<file path="src/rtl/fir_xifu_pkg.sv">
// Shared types for the FIR XIF coprocessor: decoded ops, stage bundles,
// the LSU FSM states and the X-interface memory/commit payloads.
package fir_xifu_pkg;

    localparam int unsigned X_ID_WIDTH = 4;

    typedef enum logic [1:0] {
        INSTR_NONE,
        INSTR_XFIRLW,
        INSTR_XFIRSW,
        INSTR_XFIRDOTP
    } fir_xifu_instr_e;

    typedef enum logic [1:0] {
        IDLE,
        REQ,
        KILLED
    } fir_xifu_lsu_state_e;

    typedef struct packed {
        fir_xifu_instr_e         instr;
        logic [X_ID_WIDTH-1:0]   id;
        logic [4:0]              rs1;
        logic [4:0]              rd;
        logic [31:0]             base;
        logic [31:0]             offset;
        logic [31:0]             wdata;
    } fir_xifu_id2ex_t;

    typedef struct packed {
        fir_xifu_instr_e         instr;
        logic [X_ID_WIDTH-1:0]   id;
        logic [4:0]              rs1;
        logic [4:0]              rd;
        logic [31:0]             result;
    } fir_xifu_ex2wb_t;

    typedef struct packed {
        logic [X_ID_WIDTH-1:0]   id;
        logic [31:0]             addr;
        logic [1:0]              mode;
        logic                    we;
        logic [2:0]              size;
        logic [3:0]              be;
        logic [1:0]              attr;
        logic [31:0]             wdata;
        logic                    last;
        logic                    spec;
    } x_mem_req_t;

    typedef struct packed {
        logic [X_ID_WIDTH-1:0]   id;
        logic                    commit_kill;
    } x_commit_t;

    // Post-increment addressing: the request goes to base, not base+offset.
    function automatic x_mem_req_t mk_mem_req(input fir_xifu_id2ex_t op);
        x_mem_req_t r;
        r       = '0;
        r.id    = op.id;
        r.addr  = op.base;
        r.we    = (op.instr == INSTR_XFIRSW);
        r.size  = 3'b010;
        r.be    = 4'hF;
        r.wdata = (op.instr == INSTR_XFIRSW) ? op.wdata : 32'h0;
        r.last  = 1'b1;
        return r;
    endfunction

    function automatic fir_xifu_ex2wb_t mk_wb(input fir_xifu_id2ex_t op,
                                              input logic [31:0] res);
        fir_xifu_ex2wb_t w;
        w.instr  = op.instr;
        w.id     = op.id;
        w.rs1    = op.rs1;
        w.rd     = op.rd;
        w.result = res;
        return w;
    endfunction

endpackage

</file>
<file path="src/rtl/cv32e40x_if_xif.sv">
// Reduced X-interface carrying only the memory, memory-result and
// commit channels the FIR LSU touches.
interface cv32e40x_if_xif;

    logic                     mem_valid;
    logic                     mem_ready;
    fir_xifu_pkg::x_mem_req_t mem_req;

    logic                     mem_result_valid;

    logic                     commit_valid;
    fir_xifu_pkg::x_commit_t  commit;

    modport coproc_mem (
        output mem_valid,
        output mem_req,
        input  mem_ready
    );

    modport coproc_mem_result (
        input mem_result_valid
    );

    modport coproc_commit (
        input commit_valid,
        input commit
    );

endinterface

</file>
<file path="src/rtl/fir_xifu_lsu_cnt.sv">
// Saturating counter of issued-but-unanswered memory requests.
module fir_xifu_lsu_cnt #(
    parameter int unsigned MAX_OUTSTANDING = 2
) (
    input  logic clk_i,
    input  logic rst_i,
    input  logic inc_i,
    input  logic dec_i,
    output logic full_o,
    output logic empty_o
);

    localparam int unsigned CW = $clog2(MAX_OUTSTANDING + 1);

    logic [CW-1:0] cnt_q, cnt_d;

    assign full_o  = (cnt_q == CW'(MAX_OUTSTANDING));
    assign empty_o = (cnt_q == '0);

    always_comb begin
        cnt_d = cnt_q;
        if (inc_i && !dec_i && !full_o) begin
            cnt_d = cnt_q + CW'(1);
        end else if (dec_i && !inc_i && !empty_o) begin
            cnt_d = cnt_q - CW'(1);
        end
    end

    always_ff @(posedge clk_i or posedge rst_i) begin
        if (rst_i) begin
            cnt_q <= '0;
        end else begin
            cnt_q <= cnt_d;
        end
    end

endmodule

</file>
<file path="src/rtl/fir_xifu_lsu.sv">
// FIR coprocessor load/store unit: issues one X-interface memory request
// per accepted load/store and writes back the post-incremented base.
module fir_xifu_lsu
    import fir_xifu_pkg::*;
#(
    parameter int unsigned MAX_OUTSTANDING = 2
) (
    input  logic                     clk_i,
    input  logic                     rst_i,
    cv32e40x_if_xif.coproc_mem        xif_mem_o,
    cv32e40x_if_xif.coproc_mem_result xif_mem_result_i,
    cv32e40x_if_xif.coproc_commit     xif_commit_i,
    input  fir_xifu_id2ex_t          id2ex_i,
    input  logic                     id2ex_valid_i,
    output logic                     id2ex_ready_o,
    output fir_xifu_ex2wb_t          ex2wb_o,
    output logic                     ex2wb_valid_o
);

    fir_xifu_lsu_state_e state_q, state_d;
    fir_xifu_id2ex_t     op_q, op_d;
    fir_xifu_ex2wb_t     ex2wb_q, ex2wb_d;
    logic                ex2wb_valid_q, ex2wb_valid_d;

    logic full, empty, accept, is_mem, issue, retire, kill;

    assign accept = id2ex_valid_i && id2ex_ready_o;
    assign is_mem = (id2ex_i.instr == INSTR_XFIRLW) ||
                    (id2ex_i.instr == INSTR_XFIRSW);
    assign issue  = (state_q == REQ) && xif_mem_o.mem_ready;
    assign retire = xif_mem_result_i.mem_result_valid && !empty;
    assign kill   = xif_commit_i.commit_valid &&
                    xif_commit_i.commit.commit_kill &&
                    (xif_commit_i.commit.id == op_q.id);

    // Combinational so the FSM reset drops mem_valid without waiting a clock.
    assign id2ex_ready_o       = !rst_i && (state_q == IDLE) && !full;
    assign xif_mem_o.mem_valid = (state_q == REQ);
    assign xif_mem_o.mem_req   = (state_q == REQ) ? mk_mem_req(op_q) : '0;

    assign ex2wb_o       = ex2wb_q;
    assign ex2wb_valid_o = ex2wb_valid_q;

    fir_xifu_lsu_cnt #(
        .MAX_OUTSTANDING(MAX_OUTSTANDING)
    ) u_cnt (
        .clk_i  (clk_i),
        .rst_i  (rst_i),
        .inc_i  (issue),
        .dec_i  (retire),
        .full_o (full),
        .empty_o(empty)
    );

    always_comb begin
        state_d       = state_q;
        op_d          = op_q;
        ex2wb_d       = ex2wb_q;
        ex2wb_valid_d = 1'b0;
        unique case (state_q)
            IDLE: begin
                if (accept && is_mem) begin
                    op_d    = id2ex_i;
                    state_d = REQ;
                end else if (accept) begin
                    ex2wb_d       = mk_wb(id2ex_i, 32'h0);
                    ex2wb_valid_d = 1'b1;
                end
            end
            REQ: begin
                // A handshake wins over a same-cycle kill: the request is out.
                if (issue) begin
                    ex2wb_d       = mk_wb(op_q, op_q.base + op_q.offset);
                    ex2wb_valid_d = 1'b1;
                    state_d       = IDLE;
                end else if (kill) begin
                    state_d = KILLED;
                end
            end
            KILLED: state_d = IDLE;
            default: state_d = IDLE;
        endcase
    end

    always_ff @(posedge clk_i or posedge rst_i) begin
        if (rst_i) begin
            state_q       <= IDLE;
            op_q          <= '0;
            ex2wb_q       <= '0;
            ex2wb_valid_q <= 1'b0;
        end else begin
            state_q       <= state_d;
            op_q          <= op_d;
            ex2wb_q       <= ex2wb_d;
            ex2wb_valid_q <= ex2wb_valid_d;
        end
    end

endmodule

</file>
<file path="src/flat_wrapper.sv">
// flat-port wrapper written by rule: the top's interface ports become plain ports
module fir_xifu_lsu_flat import fir_xifu_pkg::*;
#(
    parameter int unsigned MAX_OUTSTANDING = 2
)
  (clk_i, rst_i, id2ex_i, id2ex_valid_i, id2ex_ready_o, ex2wb_o, ex2wb_valid_o, xif_mem_o_mem_valid, xif_mem_o_mem_req, xif_mem_o_mem_ready, xif_mem_result_i_mem_result_valid, xif_commit_i_commit_valid, xif_commit_i_commit);
  cv32e40x_if_xif xif_mem_o_i ();
  cv32e40x_if_xif xif_mem_result_i_i ();
  cv32e40x_if_xif xif_commit_i_i ();
  input  logic clk_i;
  input  logic rst_i;
  input  fir_xifu_id2ex_t id2ex_i;
  input  logic id2ex_valid_i;
  output logic id2ex_ready_o;
  output fir_xifu_ex2wb_t ex2wb_o;
  output logic ex2wb_valid_o;
  output wire logic [$bits(xif_mem_o_i.mem_valid)-1:0] xif_mem_o_mem_valid;
  output wire logic [$bits(xif_mem_o_i.mem_req)-1:0] xif_mem_o_mem_req;
  input wire logic [$bits(xif_mem_o_i.mem_ready)-1:0] xif_mem_o_mem_ready;
  input wire logic [$bits(xif_mem_result_i_i.mem_result_valid)-1:0] xif_mem_result_i_mem_result_valid;
  input wire logic [$bits(xif_commit_i_i.commit_valid)-1:0] xif_commit_i_commit_valid;
  input wire logic [$bits(xif_commit_i_i.commit)-1:0] xif_commit_i_commit;
  assign xif_mem_o_mem_valid = xif_mem_o_i.mem_valid;
  assign xif_mem_o_mem_req = xif_mem_o_i.mem_req;
  assign xif_mem_o_i.mem_ready = xif_mem_o_mem_ready;
  assign xif_mem_result_i_i.mem_result_valid = xif_mem_result_i_mem_result_valid;
  assign xif_commit_i_i.commit_valid = xif_commit_i_commit_valid;
  assign xif_commit_i_i.commit = xif_commit_i_commit;
  fir_xifu_lsu #(.MAX_OUTSTANDING(MAX_OUTSTANDING)) u_core (.clk_i(clk_i), .rst_i(rst_i), .xif_mem_o(xif_mem_o_i), .xif_mem_result_i(xif_mem_result_i_i), .xif_commit_i(xif_commit_i_i), .id2ex_i(id2ex_i), .id2ex_valid_i(id2ex_valid_i), .id2ex_ready_o(id2ex_ready_o), .ex2wb_o(ex2wb_o), .ex2wb_valid_o(ex2wb_valid_o));
endmodule
</file>
<file path="config.mk">
export PLATFORM = sky130hd
export DESIGN_NAME = fir_xifu_lsu_flat
export DESIGN_NICKNAME = d
export VERILOG_FILES = /design/src/rtl/fir_xifu_pkg.sv /design/src/rtl/cv32e40x_if_xif.sv /design/src/rtl/fir_xifu_lsu_cnt.sv /design/src/rtl/fir_xifu_lsu.sv /design/src/flat_wrapper.sv
export SDC_FILE = /design/constraint.sdc
export NUM_CORES = 1
export LEC_CHECK = 0
export CAP_MARGIN = 0
export CORE_UTILIZATION = 45
export CTS_CLUSTER_SIZE = 12
export DETAILED_ROUTE_END_ITERATION = 8
export GPL_TIMING_DRIVEN = 0
export PLACE_DENSITY_LB_ADDON = 0.05
export SLEW_MARGIN = 20
export SYNTH_ARGS = -nofsm -noshare
export SYNTH_HDL_FRONTEND = slang
export SYNTH_SLANG_ARGS = --single-unit
</file>
<file path="constraint.sdc">
create_clock -name clk_i -period 7.6 [get_ports clk_i]
set_input_delay 1.52 -clock clk_i [delete_from_list [all_inputs] [get_ports clk_i]]
set_output_delay 1.52 -clock clk_i [all_outputs]
set_load 0.03 [all_outputs]
</file>
# [After elaboration in Yosys (flattened, before gate mapping)]
# Index checks and enable logic that the tools add are counted.
[word_totals] regBits=165 input_bits=123 output_inout_bits=133
[classes] n_addsub=3 eq_ne=11 n_mux=16 reduce_logical=25
[op_table] op="$mux W48" count=3
[op_table] op="$pmux W48 S2" count=1
[op_table] op="$mux W82" count=1
[op_table] op="$add A32 B32 Y32" count=1
[op_table] op="$mux W32" count=1
[op_table] op="$logic_and A1 B1 Y1" count=12
[op_table] op="$mux W2" count=5
[op_table] op="$eq A2 B2 Y1 const B" count=3
[op_table] op="$logic_not A1 Y1" count=5
[op_table] op="$eq A2 B1 Y1 const B" count=2
[op_table] op="$eq A4 B4 Y1" count=1
[op_table] op="$logic_not A2 Y1" count=2
[op_table] op="$ne A2 B1 Y1 const B" count=2
[op_table] op="$ne A2 B2 Y1 const B" count=2
[op_table] op="$pmux W2 S2" count=1
[op_table] op="$reduce_and A2 Y1" count=2
[op_table] op="$reduce_and A4 Y1" count=1
[op_table] op="$reduce_bool A2 Y1" count=2
[op_table] op="$mux W1" count=3
[op_table] op="$ne A3 B1 Y1 const B" count=1
[op_table] op="$add A2 B1 Y2 const B" count=1
[op_table] op="$pmux W1 S2" count=1
[op_table] op="$sub A2 B1 Y2 const B" count=1
[op_table] op="$logic_or A1 B1 Y1" count=1

# [Longest topological paths before layout]
[logic_depth] ltp_word=7 ltp_mapped=12 mapped_depth_nobuf=12

# [By module]
# From an unflattened synthesis, not the netlist that was laid out.
[unflattened] hier_cells=817 area_unflattened_um2=8748.4
[modules_own_cells] module="fir_xifu_lsu" n_inst=1 cells_each=802 area_each_um2=8622.0 seq_area_each_um2=4078.9
[modules_own_cells] module="fir_xifu_lsu_cnt" n_inst=1 cells_each=15 area_each_um2=126.4 seq_area_each_um2=50.0

# [Least setup slack after synthesis]
# OpenSTA, ideal clock, no wires.
[synth_path] path_type="input to output" from="input port rst_i" to="output port id2ex_ready_o" t_arrival_ns=2.376 path_slack_ns=3.704 path_stages=1 path_cell_list="a2111oi_2"
[synth_between] elab_chain_cells=3
[synth_lines] element="start, declared" line="flat_wrapper.sv:11" rtl="input logic rst_i;"
[synth_lines] element="$logic_not A1 Y1" line="fir_xifu_lsu.sv:37" rtl="assign id2ex_ready_o = !rst_i && (state_q == IDLE) && !full;"
[synth_lines] element="$logic_and A1 B1 Y1 (2 in a row)" line="fir_xifu_lsu.sv:37"
[synth_lines] element="end, declared" line="flat_wrapper.sv:14" rtl="output logic id2ex_ready_o;"
# No other way between the ends.

# [Final worst setup path]
# Ends and elaborated chain as after synthesis.

==> key figures <==
Status
  • Outcome: finished with violations
  • Violated checks: DRC

Setup path
  • CP Class: primary input to output pin
  • Register-to-Register Path Depth: 10
  • Maximum fanout along the worst path: 3
  • Max stage delay cell, worst path: clkdlybuf4s50_1
  • R2r startpoint: u_core.op_q[38]$_DFFE_PP0N_
  • Worst Setup End Kind: output pin
  • Worst stage delay on the critical path: 790 ps
  • Reg2reg setup slack: 4360 ps
  • Crit-path most repeated cell: clkdlybuf4s50_1
  • FF-to-FF End: u_core.ex2wb_o[21]$_DFFE_PP0P_
  • CP Launch Type: primary input
  • Critical path, cell by cell: clkdlybuf4s50_1 > a2111oi_2 > clkdlybuf4s50_1
  • Crit path DAT: 3380 ps
  • WP data required: 6080 ps

Yosys
  • Synth unique cells: 48
  • Ys async rst share: 100%
  • Synthesized flop and latch total: 165
  • Sequential area share after synthesis: 49.1%
  • Post-Syn Area: 8400 um^2
  • Post-synth EDFFs: 0
  • Syn_area_per_cell: 10.8 um^2
  • Yosys warns: 0
  • Most common flop cell mapped by yosys: dfrtp_1
  • Post-Syn Instances: 775

Power
  • Logic pwr share: 45.6%
  • Leak pwr: 0.00507 uW
  • NetSw: 1510 uW
  • Post-layout power: 3930 uW
  • Cell area power density: 333 nW/um^2
  • P_int: 2420 uW
  • Switch share: 38.4%
  • Sequential Power Share: 33.7%
  • Maximum vdd drop: 0.000155 V
  • Clock share of power: 20.7%

Clock network
  • Cts repair resizes: 0
  • H-tree depth: 4
  • Post-CTS Setup Bufs: 0
  • Clk slew on worst S/H paths: 60 ps
  • CTS max path bufs: 2
  • Root buf cell: clkbuf_16
  • TritonCTS Buffers: 17
  • Worst-skew pair later-pin latency: 420 ps
  • CTS tree: built
  • Clk sinks: 165
  • CTS Hold Bufs: 0

GRT
  • Grt ovf: 0
  • GRT Util Overall: 23.0%
  • Pin count of the biggest net entering global routing: 98
  • Vias in the first global route: 6,605
  • Antenna violations before repair: 1
  • First-pass GRT wire length: 34.5 mm

Floorplanning
  • Number of core rows: 49
  • Starting density of the core: 46.3%
  • Ports: 256
  • Die Wd: 139 um
  • Die area: 19,200 um^2
  • Core area: 18,100 um^2
  • Die H: 139 um

Final layout
  • Most common cell after layout, fill and taps aside: clkdlybuf4s50_1
  • Layout cell share with drive strength beyond 1: 15.3%
  • Final net count: 1,204
  • Final cell utilization of the core: 64.9%
  • Non-filler instance count after layout: 1,291
  • Area delta synth->final: 40.3%
  • Most frequent cells in the layout: clkdlybuf4s50_1 (248), dfrtp_1 (165), mux2_2 (110)
  • Diode count: 0

Timing
  • Period utilization: 64.5%
  • Final setup fails: 0
  • Crit path time final: 4900 ps
  • RSZ-0062 raised after global routing: false
  • Headroom to the max-slew limit: 50.1%
  • Worst Tran Pin Value: 748 ps
  • Final hold vios: 0
  • Fin. max-slew vios: 0
  • FMAX: 204 MHz
  • Max Clock Skew: 12.3 ps

Worst hold path
  • Hold endpoint: u_core.ex2wb_o[12]$_DFFE_PP0P_
  • Hold path depth: 2
  • Min-delay src: u_core.ex2wb_o[12]$_DFFE_PP0P_
  • Hold WC Path Type: flip-flop to flip-flop

Drt
  • DR vias/cell: 5.11
  • DR WL met2: 10.4 mm
  • Wire length on met1: 9.51 mm
  • Avg WL per Cell: 16.6 um
  • Met3 wire len: 1.25 mm
  • Drt total wl: 21.4 mm
  • Initial DRC count: 311
  • Via count: 6,596
  • Length of the first detailed-routing pass in iterations: 8
  • Drt drc: 16
  • Antenna Nets Post-Route: 0
  • Top sig layer: met5

Place
  • PortBufs: 248
  • Hpwl dp: 16.1 mm
  • Dpl cells: 1,259
  • Routability cong.: 0.903

Job
  • Max Cap Violations: 0
==> Yosys cell counts, drive strengths merged (2+ instances only) <==
cell type | n | area (um^2)
dfrtp | 165 | 4130
mux2 | 110 | 1240
nand2 | 73 | 274
and2 | 68 | 425
o21ai | 66 | 342
a21oi | 38 | 194
ha | 31 | 388
nor2 | 30 | 113
clkbuf | 29 | 109
buf | 21 | 128
xor2 | 18 | 158
inv | 15 | 56.3
a21o | 13 | 97.6
xnor2 | 12 | 105
mux2i | 11 | 110
nand3 | 11 | 55.1
nor3 | 6 | 30.0
o211ai | 6 | 45.0
nand4 | 5 | 31.3
nor2b | 5 | 31.3
nor3b | 5 | 37.5
a211oi | 4 | 30.0
a22o | 3 | 26.3
and3 | 3 | 18.8
o21a | 3 | 22.5
a2111oi | 2 | 23.8
a31oi | 2 | 12.5
o2111ai | 2 | 17.5
o31ai | 2 | 15.0
or3 | 2 | 12.5
==> critical path: cells and delay by family <==
kind	cells	cell delay (ps)
buf+inv	2	1320
compound gates	1	550
==> worst max path at each step <==
stage,cells past startpoint,slack (ps),from,end
after floorplan,1,1620,rst_i,u_core.ex2wb_o[0]$_DFFE_PP0P_
after global placement,2,-860,rst_i,u_core.op_q[70]$_DFFE_PP0N_
after detailed placement,3,2700,rst_i,id2ex_ready_o
after CTS,3,2690,rst_i,id2ex_ready_o
after global routing,7,2580,u_core.state_q[1]$_DFFE_PP0P_,xif_mem_o_mem_req[59]
final,3,2700,rst_i,id2ex_ready_o
==> state kept, by name (all words and copies together), names as in the netlist <==
signal / flops
u_core.state_q: 2
u_core.op_q: 112
u_core.ex2wb_valid_o: 1
u_core.u_cnt.cnt_q: 2
u_core.ex2wb_o: 48
==> metrics by stage <==
stage | area (um^2) | TNS (ps) | hold slack, ps | setup slack (ps)
floorplan | 8420 | 0 | 464 | 1620
global placement | 11200 | -141440 | 460 | -861
detailed placement | 11200 | 0 | 470 | 2700
CTS | 11800 | 0 | 484 | 2690
global route | 11800 | 0 | 498 | 2580
finish | 11800 | 0 | 478 | 2700
==> area by class of cell <==
class | count | area (um^2)
Buffer | 50 | 236
Clock buffer | 18 | 429
Clock inverter | 14 | 129
Fill cell | 1551 | 6360
Inverter | 15 | 63.8
Multi-Input combinational cell | 551 | 4000
Sequential cell | 165 | 4130
Tap cell | 229 | 287
Timing Repair Buffer | 249 | 2510
==> cells by family after synthesis <==
logic type / synth area share, %
xor gates and xnor gates: 3.13
AOI/OAI and AO/OA: 10.7
other: 0.0446
and+or+nand+nor: 12.6
muxes: 16.1
DFF: 49.1
adders and majority gates: 4.85
buffers and inverters: 3.48
==> power by group through the flow <==
stage	Combinational [uW]	Sequential [uW]	Clock, uW
CTS	1800	1320	835
finish	1790	1320	813
global placement	1760	1330	0
global route	1960	1360	871
detailed placement	1790	1340	0
floorplan	1040	1490	0
==> routing by layer <==
metal,GRT usage (%),vias to the layer above
li1,-,3238
met3,6.49,12
met5,0,-
met1,29.9,3181
met4,5.56,2
met2,38.0,163
Note: power is estimated with default switching activity, not from simulation.
